[src/rtl/div8_ctrl_pkg.sv]
// Shared definitions for the 8-bit restoring divider controller and its bench.
package div8_ctrl_pkg;

    // Controller states; the encodings are fixed so that any block reading
    // them agrees with the controller.
    typedef enum logic [1:0] {
        IDLE = 2'd0,
        RUN  = 2'd1,
        DONE = 2'd2
    } state_e;

    // One restoring step per dividend bit.
    localparam int ITER = 8;

    // Counter value of the final restoring step.
    localparam logic [2:0] LAST_CNT = 3'(ITER - 1);

    // Quotient reported for a division by zero.
    localparam logic [7:0] DZ_QUOTIENT = 8'hFF;

endpackage

[src/rtl/div8_addsub.sv]
// Shared 8-bit adder/subtractor: m_i=0 gives a+b, m_i=1 gives a-b.
// c_o is the carry out; when subtracting, c_o=1 means no borrow.
module div8_addsub (
    input  logic [7:0] a_i,
    input  logic [7:0] b_i,
    input  logic       m_i,
    output logic [7:0] s_o,
    output logic       c_o,
    output logic       v_o,
    output logic       n_o,
    output logic       z_o
);

    logic [7:0] b_eff;

    // Two's-complement subtract is a + ~b + 1.
    assign b_eff        = b_i ^ {8{m_i}};
    assign {c_o, s_o}   = 9'(a_i) + 9'(b_eff) + 9'(m_i);
    assign v_o          = (a_i[7] == b_eff[7]) && (s_o[7] != a_i[7]);
    assign n_o          = s_o[7];
    assign z_o          = (s_o == 8'd0);

endmodule

[src/rtl/div8_ctrl.sv]
// 8-bit unsigned restoring divider: one quotient bit per cycle, MSB first,
// using the shared addsub unit as the only subtractor.
module div8_ctrl
    import div8_ctrl_pkg::*;
(
    input  logic       clk,
    input  logic       rst,
    input  logic       start,
    input  logic [7:0] dividend,
    input  logic [7:0] divisor,
    output logic       busy,
    output logic       done,
    output logic [7:0] quotient,
    output logic [7:0] remainder,
    output logic       dz_err
);

    state_e     state_q;
    logic [2:0] count_q;
    logic [7:0] dvd_q;
    logic [7:0] dvs_q;
    logic [7:0] rem_q;
    logic [7:0] quo_q;
    logic       dz_q;
    logic       busy_q;
    logic       done_q;

    logic [8:0] shifted;
    logic       take;
    logic [7:0] rem_step;

    logic [7:0] as_s;
    logic       as_c;
    logic       addsub_v_unused;
    logic       addsub_n_unused;
    logic       addsub_z_unused;

    // Trial subtraction of the divisor from the low byte of the shifted remainder.
    div8_addsub u_addsub (
        .a_i (shifted[7:0]),
        .b_i (dvs_q),
        .m_i (1'b1),
        .s_o (as_s),
        .c_o (as_c),
        .v_o (addsub_v_unused),
        .n_o (addsub_n_unused),
        .z_o (addsub_z_unused)
    );

    // One restoring step: bring down the next dividend bit and decide whether
    // the divisor fits. Bit 8 set means the value is at least 256 and so always
    // exceeds the divisor, even though the 8-bit subtract reports a borrow.
    // NOTE: every always_comb output gets a value on every path so no latch is inferred.
    always_comb begin
        shifted  = {rem_q, dvd_q[LAST_CNT - count_q]};
        take     = shifted[8] | as_c;
        rem_step = take ? as_s : shifted[7:0];
    end

    // Controller FSM with registered status and result outputs.
    // NOTE: sequential state uses non-blocking assignments so every register
    // samples pre-edge values regardless of statement order.
    always_ff @(posedge clk) begin
        if (rst) begin
            state_q <= IDLE;
            count_q <= 3'd0;
            dvd_q   <= 8'd0;
            dvs_q   <= 8'd0;
            rem_q   <= 8'd0;
            quo_q   <= 8'd0;
            dz_q    <= 1'b0;
            busy_q  <= 1'b0;
            done_q  <= 1'b0;
        end else begin
            case (state_q)
                IDLE: begin
                    done_q <= 1'b0;
                    if (start) begin
                        dvd_q <= dividend;
                        dvs_q <= divisor;
                        if (divisor != 8'd0) begin
                            rem_q   <= 8'd0;
                            quo_q   <= 8'd0;
                            dz_q    <= 1'b0;
                            count_q <= 3'd0;
                            busy_q  <= 1'b1;
                            state_q <= RUN;
                        end else begin
                            rem_q   <= dividend;
                            quo_q   <= DZ_QUOTIENT;
                            dz_q    <= 1'b1;
                            done_q  <= 1'b1;
                            state_q <= DONE;
                        end
                    end
                end
                RUN: begin
                    rem_q   <= rem_step;
                    quo_q   <= {quo_q[6:0], take};
                    count_q <= count_q + 3'd1;
                    if (count_q == LAST_CNT) begin
                        busy_q  <= 1'b0;
                        done_q  <= 1'b1;
                        state_q <= DONE;
                    end
                end
                DONE: begin
                    done_q  <= 1'b0;
                    state_q <= IDLE;
                end
                default: begin
                    busy_q  <= 1'b0;
                    done_q  <= 1'b0;
                    state_q <= IDLE;
                end
            endcase
        end
    end

    assign busy      = busy_q;
    assign done      = done_q;
    assign quotient  = quo_q;
    assign remainder = rem_q;
    assign dz_err    = dz_q;

endmodule

[config.mk]
export PLATFORM = sky130hd
export DESIGN_NAME = div8_ctrl
export DESIGN_NICKNAME = d
export VERILOG_FILES = /design/src/rtl/div8_ctrl_pkg.sv /design/src/rtl/div8_addsub.sv /design/src/rtl/div8_ctrl.sv
export SDC_FILE = /design/constraint.sdc
export NUM_CORES = 1
export LEC_CHECK = 0
export CELL_PAD_IN_SITES_DETAIL_PLACEMENT = 1
export CELL_PAD_IN_SITES_GLOBAL_PLACEMENT = 1
export CORE_ASPECT_RATIO = 0.7
export CORE_MARGIN = 2
export CORE_UTILIZATION = 35
export DETAILED_ROUTE_END_ITERATION = 12
export HOLD_SLACK_MARGIN = 0.03
export PLACE_DENSITY_LB_ADDON = 0.25
export RECOVER_POWER = 50
export SLEW_MARGIN = 40
export SYNTH_ARGS = -nofsm -noshare
export SYNTH_HDL_FRONTEND = slang
export SYNTH_HIERARCHICAL = 1
export SYNTH_SLANG_ARGS = --single-unit
export TNS_END_PERCENT = 1
[constraint.sdc]
create_clock -name clk -period 4.16 [get_ports clk]
set_input_delay 1.04 -clock clk [delete_from_list [all_inputs] [get_ports clk]]
set_output_delay 1.04 -clock clk [all_outputs]
set_load 0.05 [all_outputs]
After elaboration in Yosys (flattened, before gate mapping)
Index checks and enable logic that the tools add are counted.
{"block": "classes", "add_sub_neg": 4, "order_cmp": 1, "n_eq_ne": 6, "mux": 24, "n_bitwise": 3, "n_reduce_logical": 8}
{"op": "$mux 8", "count": 5}
{"op": "$pmux 8 s2", "count": 2}
{"op": "$add 8x8->9", "count": 1}
{"op": "$add 9x1->9 const B", "count": 1}
{"op": "$not 8->8", "count": 1}
{"op": "$reduce_bool 8->1", "count": 1}
{"op": "$mux 1", "count": 7}
{"op": "$mux 2", "count": 3}
{"op": "$mux 3", "count": 2}
{"op": "$ne 2x2->1 const B", "count": 3}
{"op": "$pmux 3 s2", "count": 1}
{"op": "$reduce_and 2->1", "count": 3}
{"op": "$lt 3x4->1 const B", "count": 1}
{"op": "$pmux 2 s2", "count": 1}
{"op": "$reduce_and 4->1", "count": 1}
{"op": "$add 3x1->3 const B", "count": 1}
{"op": "$bmux 1 s3", "count": 1}
{"op": "$eq 3x3->1 const B", "count": 1}
{"op": "$pmux 1 s3", "count": 1}
{"op": "$reduce_and 3->1", "count": 1}
{"op": "$sub 3x3->3 const A", "count": 1}
{"op": "$eq 2x1->1 const B", "count": 1}
{"op": "$eq 2x2->1 const B", "count": 1}
{"op": "$logic_not 2->1", "count": 1}
{"op": "other kinds (4)", "count": 4}
{"block": "totals", "ff_bits": 40, "output_inout_bits": 19, "elab_cells": 55}

Depth between registers and ports, before layout
Gate-level depths: netlist of the first run.
{"block": "depth", "depth_word": 8, "depth_mapped": 13}

Cells and area by module
The synthesis of the first run kept the hierarchy.
{"mod": "div8_ctrl", "instances": 1, "cells_each": 199, "area_per_inst_um2": 1739.2, "seq_area_each_um2": 800.8}
{"mod": "div8_addsub", "instances": 1, "cells_each": 60, "area_per_inst_um2": 514.2, "seq_area_each_um2": 0.0}

Least setup slack after synthesis of the first run
Ideal clock, no wire load.
{"block": "synth_path", "kind": "register -> register", "startpoint": "reg count_q[0]", "endpoint": "reg rem_q[1] (netlist: remainder[1])", "arrival_ns": 3.311, "required_ns": 4.028, "setup_slack_ns": 0.717, "path_stages_with_launch": 14, "synth_period_minus_slack_ns": 3.443, "path_cell_list": "dfxtp_1 > mux4_2 > mux2_2 > mux2i_4 > fa_1 > nand2b_1 > a211oi_1 > o31a_1 > o21ai_0 > nand2b_1 > nor2_1 > mux2_2 > a221oi_1 > nor3_1"}
{"block": "synth_via", "elab_chain_len": 8}
{"item": "start, declared", "line_no": "div8_ctrl.sv:19", "text": "logic [2:0] count_q;"}
{"item": "start signal, assigned", "line_no": "div8_ctrl.sv:100", "text": "count_q <= count_q + 3'd1;"}
{"item": "$sub 3x3->3", "line_no": "div8_ctrl.sv:55", "text": "shifted = {rem_q, dvd_q[LAST_CNT - count_q]};"}
{"item": "$bmux 1 s3", "line_no": "div8_ctrl.sv:55"}
{"item": "$mux 1 (implied by the code)", "line_no": "div8_ctrl.sv:55"}
{"item": "named net shifted[0]", "line_no": "div8_ctrl.sv:28", "text": "logic [8:0] shifted;"}
{"item": "$add 8x8->9", "line_no": "div8_addsub.sv:18", "text": "assign {c_o, s_o} = 9'(a_i) + 9'(b_eff) + 9'(m_i);"}
{"item": "$add 9x1->9", "line_no": "div8_addsub.sv:18"}
{"item": "named net as_c", "line_no": "div8_ctrl.sv:33", "text": "logic as_c;"}
{"item": "$or 1x1->1", "line_no": "div8_ctrl.sv:56", "text": "take = shifted[8] | as_c;"}
{"item": "$mux 8", "line_no": "div8_ctrl.sv:57", "text": "rem_step = take ? as_s : shifted[7:0];"}
{"item": "$pmux 8 s2", "line_no": "div8_ctrl.sv:75", "text": "case (state_q)"}
{"item": "end signal, assigned", "line_no": "div8_ctrl.sv:89", "text": "rem_q <= dividend;"}
{"item": "end signal, assigned", "line_no": "div8_ctrl.sv:98", "text": "rem_q <= rem_step;"}
{"item": "end, declared", "line_no": "div8_ctrl.sv:22", "text": "logic [7:0] rem_q;"}
The timed path passes the listed nets, and every way through them passes these cells. The select of a mux whose other input is x is not followed.
A chain may end at the register's enable or synchronous reset.

Worst setup path in the final report of the first run
{"block": "layout_path", "startpoint": "reg count_q[0]", "endpoint": "reg rem_q[2] (netlist: remainder[2])"}
Same word-level chain as after synthesis.

==> run_results.csv, run 1 <==
group,metric,value,unit
floorplan,start_util,35.9,%
cts,cts_buffer_depth,2,
synth,synth_area,2210,um2
placed_design,pre_cts_ws,0.455,ns
sta,rsz0062_at_grt,"no",
grt,grt_start_max_net_pins,41,
pwr,p_sw,0.305,mW
detailed_routing,drt_wl_total,5.97,mm
layout,antennaDiodeCount,0,
sta,max_freq,271,MHz
setup_path,crit_slowest_cell,"mux4_2",
sta,final-hold-violation-count,0,
cts,post-cts-setup-buffers,0,
layout,syn2layout_area_growth,19.3,%
run_status,status,"finished clean",
cts,cts_sinks,40,
setup_path,r2r_setup_slack,0.48,ns
min_path,holdCritPathClass,"register to register",
setup_path,cp-end-kind,"register",
floorplan,die_y,70.5,um
floorplan,die_w,99.0,um
floorplan,rows,24,
setup_path,cp_slowest_stage_delay,0.52,ns
pwr,p_per_area,357,nW/um2
min_path,hold_start,"dvd_q[7]$_SDFFE_PP0P_",
setup_path,r2r_start,"count_q[0]$_SDFFE_PP0P_",
detailed_routing,via_per_inst,5.37,
detailed_routing,dr.pass1.iters,4,
grt,grt_overflow,0,
setup_path,crit_buf_inv,1,
setup_path,worstPathCellList,"mux4_2 > mux2_2 > mux2i_4 > fa_1 > nand2b_1 > a211oi_1 > o31a_1 > o21ai_0 > nand2b_1 > nor2_1 > buf_4 > mux2_2 > a221oi_1 > nor3_1",
setup_path,cp_data_arrival_time,3.85,ns
cts,cts_resized,0,
sta,final.setup.worst_slack,0.475,ns
floorplan,core_region_area,6160,um2
setup_path,rr_worst_depth,14,
cts,cts.htree.levels,2,
grt,grt_pass1_wl,9.92,mm
placed_design,hpwl,4.55,mm
setup_path,path_delay_family,"multiplexers",
cts,cts-root-buf,"clkbuf_8",
grt,grt_usage,18.1,%
sta,slew_viol_final,0,
cts,clock_latency,0.29,ns
run,drv_cap,0,
cts,cts_tree,"done",
layout,drive_gt1_share,9.71,%
detailed_routing,antenna_left,0,
placed_design,place.gp.congestion,0.773,
setup_path,worstSetupPathType,"register to register",
detailed_routing,drc_errors,0,
detailed_routing,wl_per_cell,16.8,um
pwr,peakVddDrop,135,uV
min_path,hold_end,"dvd_q[7]$_SDFFE_PP0P_",
pwr,comb_power_share,28.8,%
cts,clk_pin_slew,0.07,ns
synth,syn_inst,253,
sta,relSlewSlack,27.3,%
setup_path,reg2reg_to,"remainder[2]$_SDFFE_PP0P_",
cts,hold_buffers,0,
pwr,internal-power,0.634,mW
sta,worst_pin_slew,1.08,ns
sta,period_needed,3.68,ns
sta,finalSetupViolCount,0,
sta,fin_skew,0.00461,ns
placed_design,io_buffer_count,37,
pwr,switching_share,32.5,%
pwr,p_leak,1.01,nW
detailed_routing,vias,1910,
sta,fin_crit_sh,88.6,%
sta,fin_tns_setup,0,ns
detailed_routing,drtIter0Drc,65,
floorplan,die-area,6970,um2
grt,antenna_found_initial,0,
cts,numCtsBuffers,5,
setup_path,cp-start-kind,"register",
pwr,pwr-share-clk,26.2,%
floorplan,io_pins,38,
setup_path,cp_max_fo,5,
synth,synth-warning-count,6,
layout,nNetsFinal,307,
pwr,p_seq_share,45.0,%
setup_path,required,4.32,ns
synth,synth_area_per_cell,8.73,um2
min_path,worstHoldPathCells,2,
grt,grt_pass1_vias,1897,
synth,syn-num-nets,282,
-- worst max-delay path by stage --
stage / cells after the start / startpoint / slack (ns) / endpoint
after CTS: 14 / count_q[0]$_SDFFE_PP0P_ / 0.44 / remainder[2]$_SDFFE_PP0P_
after global routing: 14 / count_q[0]$_SDFFE_PP0P_ / 0.19 / remainder[3]$_SDFFE_PP0P_
after global placement: 14 / count_q[0]$_SDFFE_PP0P_ / 0.54 / remainder[2]$_SDFFE_PP0P_
final: 14 / count_q[0]$_SDFFE_PP0P_ / 0.48 / remainder[2]$_SDFFE_PP0P_
after floorplan: 13 / count_q[0]$_SDFFE_PP0P_ / 0.72 / remainder[1]$_SDFFE_PP0P_
after detailed placement: 14 / count_q[0]$_SDFFE_PP0P_ / 0.46 / remainder[2]$_SDFFE_PP0P_
-- area by class of cell --
type	instances	area, um2
repair buffers	40	393
clock inverters	1	5.00
clock buffers	6	72.6
fillers	729	3520
multi-input cells	187	1250
flip-flops and latches	40	801
well taps	78	97.6
inverters	4	15.0
-- tightest hold or removal path: stages, from the launching register on --
cell and delay, ns:
dfxtp_1 0.32, nand2_1 0.05, a21oi_1 0.05
-- registers in the layout, indices dropped and copies added (netlist names) --
register   cells
dvs_q          8
quotient       8
count_q        3
dvd_q          8
done           1
state_q        2
remainder      8
busy           1
dz_err         1
-- placed cells by master (no fill, tap or decap), types with 4 or more instances in the layout --
| cell | n |
|---|---|
| dlygate4sd3_1 | 11 |
| a221oi_1 | 7 |
| a21oi_1 | 30 |
| ha_1 | 9 |
| o21ai_0 | 6 |
| inv_1 | 4 |
| nor3_1 | 11 |
| clkbuf_8 | 5 |
| a211oi_1 | 4 |
| a22oi_1 | 7 |
| nand2_1 | 40 |
| mux2_2 | 8 |
| clkdlybuf4s50_1 | 26 |
| xor2_1 | 10 |
| nor2_1 | 19 |
| dfxtp_1 | 40 |
-- power by group through the flow --
stage | Sequential [mW] | Combinational [mW] | Clock [mW]
detailed placement | 0.431 | 0.273 | 0
global route | 0.426 | 0.296 | 0.277
global placement | 0.431 | 0.268 | 0
finish | 0.422 | 0.271 | 0.246
floorplan | 0.430 | 0.205 | 0
CTS | 0.422 | 0.274 | 0.259
-- metrics by stage --
step	hold WS [ns]	cells	total power [mW]	instance area (um2)	utilization (%)
3_3_place_gp	0.448	349	0.699	2570	41.8
3_5_place_dp	0.455	349	0.704	2570	41.8
5_1_grt	0.492	356	0.999	2640	42.8
6_report	0.464	356	0.939	2640	42.8
2_1_floorplan	0.433	253	0.635	2210	-
4_1_cts	0.465	356	0.955	2650	43.0
-- routing by layer --
layer	vias up	part of all wire, %	GRT usage, %
li1	950	-	-
met1	913	54	28.0
met2	39	40	25.8
met3	8	4.9	3.70
met4	0	0.77	3.20
met5	-	0	0
No activity file was read; power rests on OpenSTA's default activity.
==> run 2: changes to the inputs <==
--- a/config.mk
+++ b/config.mk
@@ -10,6 +10,7 @@
 export CORE_ASPECT_RATIO = 0.7
 export CORE_MARGIN = 2
 export CORE_UTILIZATION = 35
+export CTS_CLUSTER_DIAMETER = 100
 export DETAILED_ROUTE_END_ITERATION = 12
 export HOLD_SLACK_MARGIN = 0.03
 export PLACE_DENSITY_LB_ADDON = 0.25
==> results of run 2 <==
Final layout, timing and power as in run 1 (identical DEF).
==> run 3: changes to the inputs <==
--- a/config.mk
+++ b/config.mk
@@ -9,7 +9,7 @@
 export CELL_PAD_IN_SITES_GLOBAL_PLACEMENT = 1
 export CORE_ASPECT_RATIO = 0.7
 export CORE_MARGIN = 2
-export CORE_UTILIZATION = 35
+export CORE_UTILIZATION = 40
 export CTS_CLUSTER_DIAMETER = 100
 export DETAILED_ROUTE_END_ITERATION = 12
 export HOLD_SLACK_MARGIN = 0.03
==> run_results.csv, run 3 (synthesis results as in run 1) <==
group,metric,value,unit
setup_path,crit_buf_inv,1,
run_status,status,"finished clean",
grt,grt_usage,20.4,%
layout,antennaDiodeCount,0,
placed_design,hpwl,4.35,mm
placed_design,pre_cts_ws,0.387,ns
floorplan,start_util,41.8,%
cts,cts_sinks,40,
pwr,p_leak,1.01,nW
cts,cts.htree.levels,2,
cts,cts-root-buf,"clkbuf_8",
floorplan,die-area,6140,um2
floorplan,die_y,66.2,um
grt,antenna_found_initial,0,
detailed_routing,via_per_inst,5.50,
setup_path,cp_data_arrival_time,3.89,ns
setup_path,required,4.32,ns
sta,fin_crit_sh,89.4,%
layout,final_cells,351,
cts,clk_pin_slew,0.08,ns
layout,drive_gt1_share,10.8,%
sta,relSlewSlack,28.6,%
sta,fin_tns_setup,0,ns
sta,rsz0062_at_grt,"no",
sta,finalSetupViolCount,0,
detailed_routing,wl_per_cell,16.4,um
placed_design,dpl.cell_count,343,
detailed_routing,drtIter0Drc,93,
cts,clock_latency,0.30,ns
grt,grt_pass1_vias,1930,
floorplan,core_region_area,5290,um2
sta,max_freq,269,MHz
grt,grt_pass1_wl,9.63,mm
setup_path,path_delay_family,"multiplexers",
setup_path,cp-start-kind,"register",
cts,post-cts-setup-buffers,0,
detailed_routing,drt_wl_total,5.77,mm
layout,final_cell_mix,"40 x nand2_1, 40 x dfxtp_1, 30 x a21oi_1",
grt,grt.busiest_layer,"met2",
run,drv_cap,0,
floorplan,io_pins,38,
grt,gr-usage-met2,30.3,%
cts,cts_buffer_depth,2,
placed_design,place.gp.congestion,0.870,
sta,slew_viol_final,0,
detailed_routing,dr.pass1.iters,4,
grt,met3_usage,4.33,%
setup_path,worstSetupPathType,"register to register",
pwr,p_per_area,363,nW/um2
floorplan,rows,22,
layout,nNetsFinal,307,
min_path,holdCritPathClass,"register to register",
detailed_routing,vias,1930,
grt,grt_start_max_net_pins,26,
detailed_routing,antenna_left,0,
cts,numCtsBuffers,5,
grt,grt_overflow,0,
detailed_routing,drc_errors,0,
setup_path,cp-end-kind,"register",
sta,period_needed,3.72,ns
sta,fin_skew,0.00914,ns
setup_path,r2r_setup_slack,0.44,ns
setup_path,cp_max_fo,5,
setup_path,worstPathCellList,"mux4_2 > mux2_2 > mux2i_4 > fa_1 > nand2b_1 > a211oi_1 > o31a_1 > o21ai_0 > nand2b_1 > nor2_2 > buf_4 > mux2_2 > a221oi_1 > nor3_1",
setup_path,cp_slowest_stage_delay,0.52,ns
sta,final-hold-violation-count,0,
sta,final.setup.worst_slack,0.439,ns
pwr,peakVddDrop,137,uV
setup_path,crit_slowest_cell,"mux4_2",
placed_design,io_buffer_count,37,
grt,use_met1,29.6,%
cts,cts_tree,"done",
sta,worst_pin_slew,1.06,ns
floorplan,die_w,92.8,um
layout,syn2layout_area_growth,19.1,%
[run 3: worst paths after layout]
| kind | startpoint | endpoint | cells after the start |
|---|---|---|---|
| max | count_q[0]$_SDFFE_PP0P_ | remainder[3]$_SDFFE_PP0P_ | 14 |
| max reg2reg | count_q[0]$_SDFFE_PP0P_ | remainder[3]$_SDFFE_PP0P_ | 14 |
| min reg2reg | dvd_q[7]$_SDFFE_PP0P_ | dvd_q[7]$_SDFFE_PP0P_ | 2 |
| min | dvd_q[7]$_SDFFE_PP0P_ | dvd_q[7]$_SDFFE_PP0P_ | 2 |
[run 3: cell type report]
class / count / area, um2
fillers: 647 / 2650
multi-input cells: 187 / 1250
flip-flops and latches: 40 / 801
repair buffers: 40 / 388
well taps: 72 / 90.1
clock buffers: 5 / 68.8
clock inverters: 3 / 18.8
inverters: 4 / 15.0
[run 3: layer usage]
metal / part of all wire (%) / wire length, um / up-vias
met2: 41 / 2340 / 49
li1: - / - / 943
met5: 0 / 0 / -
met3: 4.8 / 275 / 6
met1: 54 / 3090 / 932
met4: 1.2 / 68 / 0
[run 3: metrics by stage]
step / utilization, % / power (mW) / hold WS (ns) / instance area, um2
6_report: 49.8 / 0.955 / 0.466 / 2630
5_1_grt: 49.8 / 1.01 / 0.481 / 2630
4_1_cts: 50.1 / 0.965 / 0.467 / 2650
3_5_place_dp: 48.4 / 0.702 / 0.457 / 2560
3_3_place_gp: 48.5 / 0.698 / 0.451 / 2560
2_1_floorplan: - / 0.635 / 0.433 / 2210
[run 3: worst reg2reg max path: cells and delay by family (launching register included)]
kind | cells | cell delay, ns
mux | 4 | 1.40
fa+ha+maj | 1 | 0.26
compound gates | 4 | 0.78
simple gates | 4 | 0.54
flops | 1 | 0.44
buf+inv | 1 | 0.17
[run 3: repair_timing]
action / CTS / global route
gates resized for setup: 0 / 1
setup endpoints to repair: 0 / 1
hold buffers: 0 / 0
[run 3: power breakdown]
part           switching [mW]  leakage [nW]  total [mW]  internal, mW
clock                   0.145        0.0479       0.262         0.117
sequential             0.0199         0.327       0.422         0.402
combinational           0.153         0.639       0.271         0.117
